### config.mk
export PLATFORM = sky130hd
export DESIGN_NAME = muldiv_unit
export DESIGN_NICKNAME = d
export VERILOG_FILES = /design/src/rtl/muldiv_pkg.sv /design/src/rtl/muldiv_step.sv /design/src/rtl/muldiv_unit.sv
export SDC_FILE = /design/constraint.sdc
export NUM_CORES = 1
export LEC_CHECK = 0
export ABC_AREA = 1
export ABC_CLOCK_PERIOD_IN_PS = 4400
export BUFFER_PORTS_ARGS = -buffer_cell sky130_fd_sc_hd__buf_4
export CORE_MARGIN = 4
export CORE_UTILIZATION = 37
export CTS_CLUSTER_SIZE = 40
export DETAILED_ROUTE_END_ITERATION = 6
export HOLD_SLACK_MARGIN = 0.15
export MAX_ROUTING_LAYER = met4
export SKIP_LAST_GASP = 1
export SLEW_MARGIN = 30
export SYNTH_ARGS = -nofsm -noshare
export SYNTH_HDL_FRONTEND = slang
export SYNTH_HIERARCHICAL = 1
export SYNTH_SLANG_ARGS = --single-unit
### constraint.sdc
create_clock -name i_clock -period 4.4 [get_ports i_clock]
set_input_delay 0.44 -clock i_clock [delete_from_list [all_inputs] [get_ports i_clock]]
set_output_delay 0.44 -clock i_clock [all_outputs]
set_load 0.05 [all_outputs]
### src/rtl/muldiv_pkg.sv
// Shared definitions for the iterative multiply/divide unit.
// Contents:
//   - operation codes carried on i_op
//   - FSM state encoding
//   - clogb2(): bits needed to hold values 0 .. value-1 (sizes the bit counter)
package muldiv_pkg;

  localparam int OP_MULT  = 0;
  localparam int OP_MULTU = 1;
  localparam int OP_DIV   = 2;
  localparam int OP_DIVU  = 3;
  localparam int OP_MTHI  = 4;
  localparam int OP_MTLO  = 5;

  typedef enum logic [1:0] {
    ST_IDLE = 2'b00,
    ST_RUN  = 2'b01,
    ST_FIX  = 2'b10
  } state_e;

  // Ceiling log2, never less than 1, so a counter of this width can hold value-1.
  function automatic int clogb2(input int value);
    int res;
    res = 0;
    for (int v = value - 1; v > 0; v = v >> 1) begin
      res++;
    end
    if (res == 0) begin
      res = 1;
    end
    return res;
  endfunction

endpackage

### src/rtl/muldiv_step.sv
// Single iteration of the multiply/divide datapath (purely combinational).
// Ports:
//   acc      in  2*NB_DATA  current accumulator
//                           multiply: {partial sum, product bits shifted in}
//                           divide:   {partial remainder, quotient bits}
//   addend   in  NB_DATA    multiplicand magnitude (mul) / divisor magnitude (div)
//   data_bit in  1          next multiplier bit (LSB first) / next dividend bit (MSB first)
//   is_div   in  1          selects divide step instead of multiply step
//   acc_next out 2*NB_DATA  accumulator after this iteration
module muldiv_step
  import muldiv_pkg::*;
#(
  parameter int NB_DATA = 32
) (
  input  logic [2*NB_DATA-1:0] acc,
  input  logic [NB_DATA-1:0]   addend,
  input  logic                 data_bit,
  input  logic                 is_div,
  output logic [2*NB_DATA-1:0] acc_next
);

  logic [NB_DATA-1:0] addend_gated;
  logic [NB_DATA:0]   sum;
  logic [NB_DATA:0]   r_shift;
  logic [NB_DATA-1:0] diff;
  logic               ge;

  // NOTE: every always_comb output gets a value on every path (here by
  // straight-line assignment), otherwise synthesis infers a latch.
  always_comb begin
    // Multiply: add the multiplicand into the upper half when the current
    // multiplier bit is set, then shift the whole accumulator right by one.
    addend_gated = data_bit ? addend : {NB_DATA{1'b0}};
    sum          = {1'b0, acc[2*NB_DATA-1:NB_DATA]} + {1'b0, addend_gated};

    // Divide: bring the next dividend bit into the partial remainder and try
    // subtracting the divisor. The remainder stays below the divisor, so the
    // difference always fits NB_DATA bits when the trial succeeds.
    r_shift = {acc[2*NB_DATA-1:NB_DATA], data_bit};
    diff    = r_shift[NB_DATA-1:0] - addend;
    ge      = (r_shift >= {1'b0, addend});

    if (is_div) begin
      acc_next = {(ge ? diff : r_shift[NB_DATA-1:0]), acc[NB_DATA-2:0], ge};
    end else begin
      acc_next = {sum, acc[NB_DATA-1:1]};
    end
  end

endmodule

### src/rtl/muldiv_unit.sv
// Iterative multiply/divide unit with architectural HI/LO registers.
// MULT/MULTU/DIV/DIVU run one bit per cycle (RUN) followed by a sign-fix and
// write-back cycle (FIX); MTHI/MTLO write HI/LO directly from IDLE.
// Ports:
//   i_clock     in  1             clock, rising edge
//   i_reset     in  1             asynchronous active-low reset
//   i_valid     in  1             operation request, taken when o_ready
//   i_op        in  NB_OPERATION  MULT=0 MULTU=1 DIV=2 DIVU=3 MTHI=4 MTLO=5 (6,7 no-op)
//   i_data_a    in  NB_DATA       multiplicand / dividend / MTHI-MTLO source
//   i_data_b    in  NB_DATA       multiplier / divisor
//   i_flush     in  1             abort an operation in flight
//   o_ready     out 1             unit idle, can accept
//   o_busy      out 1             multiply/divide in flight
//   o_done      out 1             one-cycle pulse after HI/LO take a result
//   o_div_zero  out 1             pulse with o_done when the divisor was zero
//   o_hi, o_lo  out NB_DATA       HI and LO registers
module muldiv_unit
  import muldiv_pkg::*;
#(
  parameter int NB_DATA      = 32,
  parameter int NB_OPERATION = 3
) (
  input  logic                    i_clock,
  input  logic                    i_reset,
  input  logic                    i_valid,
  input  logic [NB_OPERATION-1:0] i_op,
  input  logic [NB_DATA-1:0]      i_data_a,
  input  logic [NB_DATA-1:0]      i_data_b,
  input  logic                    i_flush,
  output logic                    o_ready,
  output logic                    o_busy,
  output logic                    o_done,
  output logic                    o_div_zero,
  output logic [NB_DATA-1:0]      o_hi,
  output logic [NB_DATA-1:0]      o_lo
);

  localparam int NB_COUNT = clogb2(NB_DATA);

  state_e state, state_next;

  logic [NB_COUNT-1:0]  count;
  logic [2*NB_DATA-1:0] acc;
  logic [2*NB_DATA-1:0] acc_step;
  logic [NB_DATA-1:0]   addend;    // multiplicand (mul) or divisor (div) magnitude
  logic [NB_DATA-1:0]   shifter;   // multiplier (mul) or dividend (div) magnitude
  logic [NB_DATA-1:0]   a_raw;     // untouched dividend, returned on divide by zero
  logic                 is_div;
  logic                 sign_p;    // negate product / quotient
  logic                 sign_r;    // negate remainder
  logic                 div_zero;
  logic [NB_DATA-1:0]   hi, lo;
  logic                 done, div_zero_pulse;

  // Request decode
  logic               accept, start, op_signed, op_div;
  logic               a_neg, b_neg;
  logic [NB_DATA-1:0] mag_a, mag_b;

  // Write-back values formed in FIX
  logic               write_en;
  logic [NB_DATA-1:0] res_hi, res_lo;
  logic [2*NB_DATA-1:0] prod_signed;

  assign accept    = i_valid && (state == ST_IDLE);
  assign op_div    = (i_op == NB_OPERATION'(OP_DIV)) || (i_op == NB_OPERATION'(OP_DIVU));
  assign start     = accept && (op_div || (i_op == NB_OPERATION'(OP_MULT)) ||
                                (i_op == NB_OPERATION'(OP_MULTU)));
  assign op_signed = (i_op == NB_OPERATION'(OP_MULT)) || (i_op == NB_OPERATION'(OP_DIV));
  assign a_neg     = op_signed && i_data_a[NB_DATA-1];
  assign b_neg     = op_signed && i_data_b[NB_DATA-1];
  // The most negative value maps onto itself, which is the right unsigned
  // magnitude 2^(NB_DATA-1); MIN / -1 therefore needs no special case.
  assign mag_a     = a_neg ? -i_data_a : i_data_a;
  assign mag_b     = b_neg ? -i_data_b : i_data_b;

  // A flush landing on the FIX edge suppresses the write.
  assign write_en  = (state == ST_FIX) && !i_flush;

  muldiv_step #(
    .NB_DATA (NB_DATA)
  ) u_step (
    .acc      (acc),
    .addend   (addend),
    .data_bit (is_div ? shifter[NB_DATA-1] : shifter[0]),
    .is_div   (is_div),
    .acc_next (acc_step)
  );

  // ---------------------------------------------------------------- FSM
  // NOTE: state and all other registers use non-blocking assignments so every
  // flop samples the pre-edge values regardless of statement order.
  always_ff @(posedge i_clock or negedge i_reset) begin
    if (!i_reset) begin
      state <= ST_IDLE;
    end else begin
      state <= state_next;
    end
  end

  always_comb begin
    state_next = state;
    unique case (state)
      ST_IDLE: if (start)                state_next = ST_RUN;
      ST_RUN:  if (i_flush)              state_next = ST_IDLE;
               else if (count == '0)     state_next = ST_FIX;
      ST_FIX:                            state_next = ST_IDLE;
      default:                           state_next = ST_IDLE;
    endcase
  end

  assign o_ready = (state == ST_IDLE);
  assign o_busy  = (state == ST_RUN) || (state == ST_FIX);

  // ---------------------------------------------------------- sign fixup
  always_comb begin
    prod_signed = sign_p ? -acc : acc;
    res_hi      = prod_signed[2*NB_DATA-1:NB_DATA];
    res_lo      = prod_signed[NB_DATA-1:0];
    if (is_div) begin
      if (div_zero) begin
        res_hi = a_raw;
        res_lo = {NB_DATA{1'b1}};
      end else begin
        res_lo = sign_p ? -acc[NB_DATA-1:0] : acc[NB_DATA-1:0];
        res_hi = sign_r ? -acc[2*NB_DATA-1:NB_DATA] : acc[2*NB_DATA-1:NB_DATA];
      end
    end
  end

  // ------------------------------------------------------------ datapath
  // NOTE: operand/accumulator flops are reset along with HI/LO; they are few
  // and it keeps every register at a known value after reset.
  always_ff @(posedge i_clock or negedge i_reset) begin
    if (!i_reset) begin
      count          <= '0;
      acc            <= '0;
      addend         <= '0;
      shifter        <= '0;
      a_raw          <= '0;
      is_div         <= 1'b0;
      sign_p         <= 1'b0;
      sign_r         <= 1'b0;
      div_zero       <= 1'b0;
      hi             <= '0;
      lo             <= '0;
      done           <= 1'b0;
      div_zero_pulse <= 1'b0;
    end else begin
      done           <= write_en;
      div_zero_pulse <= write_en && is_div && div_zero;

      if (accept && (i_op == NB_OPERATION'(OP_MTHI))) begin
        hi <= i_data_a;
      end
      if (accept && (i_op == NB_OPERATION'(OP_MTLO))) begin
        lo <= i_data_a;
      end

      if (start) begin
        is_div   <= op_div;
        addend   <= op_div ? mag_b : mag_a;
        shifter  <= op_div ? mag_a : mag_b;
        a_raw    <= i_data_a;
        sign_p   <= a_neg ^ b_neg;
        sign_r   <= a_neg;
        div_zero <= op_div && (i_data_b == '0);
        acc      <= '0;
        count    <= NB_COUNT'(NB_DATA - 1);
      end else if ((state == ST_RUN) && !i_flush) begin
        acc     <= acc_step;
        shifter <= is_div ? {shifter[NB_DATA-2:0], 1'b0} : {1'b0, shifter[NB_DATA-1:1]};
        if (count != '0) begin
          count <= count - 1'b1;
        end
      end

      if (write_en) begin
        hi <= res_hi;
        lo <= res_lo;
      end
    end
  end

  assign o_done     = done;
  assign o_div_zero = div_zero_pulse;
  assign o_hi       = hi;
  assign o_lo       = lo;

endmodule

# [Word level (Yosys, flattened, before mapping)]
# Cells that the tools add are included.
[word_totals] register_bits=237 elab_cells=92 out_inout_bits=68 in_bits=71
[classes] reduce_logical=28 add_sub_neg=8 n_mux=31 n_lt_le_gt_ge=1 eq_ne=9 n_bitwise=1
[ops] cell="2-to-1 mux 32 bit" count=19
[ops] cell="2-to-1 mux 64 bit" count=4
[ops] cell="negation 32 bit" count=4
[ops] cell="negation 64 bit" count=1
[ops] cell="adder 32 x 32 -> 33 bit" count=1
[ops] cell=">= comparator 33 x 32 -> 1 bit" count=1
[ops] cell="zero test 32 bit" count=1
[ops] cell="subtractor 32 bit" count=1
[ops] cell="2-to-1 mux 5 bit" count=3
[ops] cell="logical AND 1 bit" count=11
[ops] cell="nonzero test 2 bit" count=4
[ops] cell="== test 3 x 2 -> 1 bit (second input constant)" count=2
[ops] cell="== test 3 bit (second input constant)" count=2
[ops] cell="2-to-1 mux 2 bit" count=3
[ops] cell="zero test 5 bit" count=1
[ops] cell="logical OR 1 bit" count=5
[ops] cell="nonzero test 5 bit" count=1
[ops] cell="subtractor 5 x 1 -> 5 bit (second input constant)" count=1
[ops] cell="one-hot mux 2 bit (2 select lines)" count=1
[ops] cell="AND reduction 2 bit" count=2
[ops] cell="== test 3 x 1 -> 1 bit (second input constant)" count=1
[ops] cell="zero test 3 bit" count=1
[ops] cell="inequality test 3 bit (second input constant)" count=1
[ops] cell="== test 2 x 1 -> 1 bit (second input constant)" count=1
[ops] cell="other kinds (6)" count=6

# [Logic depth before layout (Yosys ltp)]
[logic_depth] depth_word=7 mapped_depth=22 mapped_depth_nobuf=20

# [Modules after synthesis]
# The synthesis kept the hierarchy.
[modules_own_cells] mod="muldiv_unit" area_per_inst_um2=15427.3 seq_area_each_um2=5930.7 instances=1 cells_each=2321
[modules_own_cells] mod="muldiv_step" area_per_inst_um2=6118.4 seq_area_each_um2=0.0 instances=1 cells_each=1259

# [Least setup slack after synthesis]
# No wires, ideal clock.
[synth_path] kind="reg2reg" from="register is_div" to="register acc[44]" period_less_slack_ps=3073 required_ps=4270 arrival_time_ps=2943 stages_incl_launch_ff=19 setup_time_ps=130 setup_slack_ps=1327 n_path_buf=3 path_cell_list="dfrtp_1 -> buf_2 -> clkbuf_1 -> o21ai_0 -> clkbuf_1 -> nand2_1 -> inv_1 -> ha_1 -> a21oi_1 -> nand2_1 -> nand3_1 -> nand2_1 -> nand2_1 -> nand2_1 -> or2_2 -> nand3_1 -> nand2_1 -> nand3_1 -> o21ai_0"
[synth_via] elab_chain_cells=6 elab_cells_between_ends=9 cone_classes="add/sub (2); order compare (1); mux (6)"
[synth_rtl] item="from (decl)" line_no="muldiv_unit.sv:48" rtl="logic is_div;"
[synth_rtl] item="from (signal assigned)" line_no="muldiv_unit.sv:161" rtl="is_div <= op_div;"
[synth_rtl] item="2-to-1 mux 1 bit" line_no="muldiv_unit.sv:85" rtl=".data_bit (is_div ? shifter[NB_DATA-1] : shifter[0]),"
[synth_rtl] item="2-to-1 mux 32 bit (tied with other cells)" line_no="muldiv_step.sv:33" rtl="addend_gated = data_bit ? addend : {NB_DATA{1'b0}};"
[synth_rtl] item="adder 32 x 32 -> 33 bit / 2-to-1 mux 32 bit (equally long branches)" line_no="muldiv_step.sv:34, muldiv_step.sv:44"
[synth_rtl] item="2-to-1 mux 64 bit (*)" line_no="muldiv_step.sv:43" rtl="if (is_div) begin"
[synth_rtl] item="net acc_step[44]" line_no="muldiv_unit.sv:44" rtl="logic [2*NB_DATA-1:0] acc_step;"
[synth_rtl] item="2-to-1 mux 64 bit (*)" line_no="muldiv_unit.sv:170" rtl="end else if ((state == ST_RUN) && !i_flush) begin"
[synth_rtl] item="2-to-1 mux 64 bit (*)" line_no="muldiv_unit.sv:160" rtl="if (start) begin"
[synth_rtl] item="to (signal assigned)" line_no="muldiv_unit.sv:171" rtl="acc <= acc_step;"
[synth_rtl] item="to (decl)" line_no="muldiv_unit.sv:43" rtl="logic [2*NB_DATA-1:0] acc;"
# The timed path passes the listed nets; every way through them passes the cells marked *. The select of a mux whose other input is x is not followed.
# A chain may end at the register's enable or synchronous reset.

# [Final worst setup path]
[layout_path] from="register is_div" to="register acc[60]"
# Same word-level chain as after synthesis.

==> impl_metrics.tcl <==
set metrics [dict create \
    slowest_stage "dfrtp_2" \
    syn_inst 3580 \
    fillCellCount 6311 \
    synth-seq-cells 237 \
    swShare 0.565 \
    initial_core_util 0.373 \
    synth.top_cells.by_count "nand2_1 (1,197), inv_1 (424), nor2_1 (383)" \
    p_per_area_mw_per_mm2 750 \
    tightest_slew_ns 0.855 \
    critPathCapture "acc[60]" \
    fmax_mhz 311 \
    overflow 0 \
    cts_hold_buf 17 \
    die_area_mm2 0.0622 \
    antenna_found_initial 1 \
    r2r_cells 18 \
    clock_skew_ns 0.0243 \
    setup_tns_ns 0 \
    viasPerCell 5.55 \
    routed_wl_mm 96.6 \
    grt_pass1_wl_mm 145 \
    max_stage_delay_ns 0.43 \
    ys_warn_count 6 \
    path_cells "o21ai_2 > buf_4 > inv_1 > ha_1 > nand2_1 > nor2_1 > nand3_1 > nor2_1 > nand2_1 > nand2_2 > nor2_8 > nand2_8 > nand2_2 > nand2_1 > nand2_1 > nand2_1 > nand3_1 > o21ai_0" \
    yosysTopAreaCell "dfrtp_1" \
    synth_cell_types 48 \
    clock-sinks 237 \
    die_h_um 249 \
    gp_congestion 1.12 \
    synth_edf_count 0 \
    yosysMostFrequentCell "nand2_1" \
    syn_to_final_growth_pct 14.0 \
    io_buffers 138 \
    crit_path_start_kind "register" \
    cts_max_path_buffers 3 \
    intPower_uw 8020 \
    drive_gt1_frac 0.0874 \
    setup_viol 0 \
    failed_checks "design-rule violations" \
    cts_root_buf "clkbuf_16" \
    cts_buffers 29 \
    worstPathMaxFanout 33 \
    post_cts_buffers 0 \
    cts_resized 0 \
    yosysSeqAreaShare 0.275 \
    ant_nets 0 \
    synthArstFlopShare 1.00 \
    r2r-start "is_div" \
    vias 24800 \
    first_iter_violations 3238 \
    routedWlPerCell_um 21.6 \
    synthesis.area_mm2 0.0215 \
    synth_top_area_share 0.275 \
    rsz0062_at_grt "no" \
    h-tree-depth 1 \
    regToRegSetupSlack_ns 1.19 \
    crit_type "register to register" \
    critPathArrivalTime_ns 3.64 \
    combPwrFrac 0.643 \
    final_util 0.426 \
    cts_tree "built" \
    grt_start_max_net_pins 82 \
    layout_min_cycle_time_ns 3.21 \
    io_pins 139 \
    synth_top_flop_cell "dfrtp_1" \
    syn_avg_cell_area_um2 6.02 \
    r2r_end "acc[60]" \
    grt_pass1_vias 23000 \
    cpMostUsedCell "nand2_1" \
    vdd_drop_max_mv 0.513 \
    endpoint_kind "register" \
    startpoint "is_div" \
    hold_ws_ns 0.165 \
    pwr-share-clk 0.140 \
    status "finished with violations" \
    finalHoldViolations 0 \
    fin_nets 3831 \
    coreArea_mm2 0.0577 \
    syn-num-nets 3727 \
    dr.pass1.iters 7 \
    hp-class "primary input to register" \
    rows 88 \
    ys_top_cells_by_area "dfrtp_1 (28%), nand2_1 (21%), inv_1 (7.4%)" \
    worst_setup_hold_path_clk_slew_ns 0.06 \
    die_x_um 249 \
    power_switching_uw 10400 \
    p_seq_frac 0.217 \
    drv_cap 0 \
    max_slew_margin 0.430 \
    hpwlAfterDp_mm 76.0 \
    fin_crit_sh 0.731 \
    drc 17 \
    drv_slew 0 \
    p_leak_uw 0.0127 \
    critPathRequiredTime_ns 4.82 \
    grt.total_usage 0.308 \
    worstSkewPairLatency_ns 0.59 \
]
worst max-delay path, delay by kind of cell, from the launching register on:
| family | cells | cell delay, ns |
|---|---|---|
| buffers and inverters | 2 | 0.47 |
| and+or+nand+nor | 13 | 1.54 |
| adders and majority gates | 1 | 0.35 |
| DFF | 1 | 0.43 |
| AOI/OAI and AO/OA | 2 | 0.23 |
cells by family (layout without fill, tap and decap cells):
logic type	after synthesis	after routing	synth area share
adder cells (fa/ha/maj)	76	76	0.0448
buffers and inverters	570	697	0.104
AND/OR/NAND/NOR	2055	2055	0.399
other	0	1	0
XOR/XNOR	80	80	0.0325
AO/OA/AOI/OAI	562	562	0.145
flip-flops	237	237	0.275
layout make-up:
| cell class | instances | area (um2) | area share |
|---|---|---|---|
| sequential | 237 | 5930 | 0.242 |
| clock buffer | 40 | 827 | 0.0337 |
| inverter | 439 | 1650 | 0.0671 |
| timing repair buffer | 204 | 1610 | 0.0654 |
| antenna | 1 | 2.50 | 0.000102 |
| clock inverter | 14 | 178 | 0.00723 |
| multi-input combinational | 2773 | 13400 | 0.546 |
| tap | 765 | 957 | 0.0390 |
placed cells by master (no fill, tap or decap), types with 10 or more instances in the layout:
cell              n
a21oi_1         183
a221oi_1         29
a31oi_1          26
buf_4           184
clkbuf_16        29
dfrtp_1         236
dlygate4sd3_1    17
ha_1             74
inv_1           421
inv_2            15
nand2_1        1196
nand2_2          10
nand3_1         306
nand3b_1         34
nand4_1          41
nor2_1          379
nor2_2           15
nor3_1           24
o211ai_1         19
o21ai_0         252
or2_2            31
xnor2_1          23
xor2_1           57
power by group through the flow:
stage	Sequential (uW)	Combinational (uW)	Clock, uW
floorplan	4490	6980	0
global placement	3990	11500	0
detailed placement	3990	11500	0
CTS	3960	11600	2620
global route	4060	12900	2700
finish	4000	11900	2570
routing by layer:
| layer | wire, um | vias up | part of all wire | track usage |
|---|---|---|---|---|
| met5 | 0 | - | 0 | - |
| met4 | 4860 | 0 | 0.050 | 0.128 |
| met3 | 9640 | 236 | 0.10 | 0.0565 |
| met2 | 41200 | 1344 | 0.43 | 0.456 |
| met1 | 40900 | 11500 | 0.42 | 0.416 |
| li1 | - | 11700 | - | - |
sequential cells by signal (all words and copies together), names as in the netlist, 2 cells and up:
signal,count
acc,64
a_raw,32
addend,32
o_hi,32
o_lo,32
shifter,32
count,5
state,2
how the worst min path moves through the flow:
stage                     depth (start not counted)   endpoint         start
after floorplan                                   0   a_raw[0]       i_reset
after global placement                            2  a_raw[13]     a_raw[13]
after detailed placement                          2  a_raw[13]     a_raw[13]
after CTS                                         3  a_raw[20]  i_data_a[20]
after global routing                              3  a_raw[18]  i_data_a[18]
final                                             3  a_raw[20]  i_data_a[20]
stage by stage:
stage / std cells / setup WS (ns) / total power (uW) / area [um2]
finish: 4473 / 1.19 / 18400 / 24600
global route: 4473 / 0.848 / 19600 / 24600
CTS: 4472 / 1.26 / 18100 / 24600
detailed placement: 4401 / 1.26 / 15500 / 23400
global placement: 4401 / 1.25 / 15500 / 23400
floorplan: 3580 / 1.33 / 11500 / 21500
No activity file was read; power rests on OpenSTA's default activity.
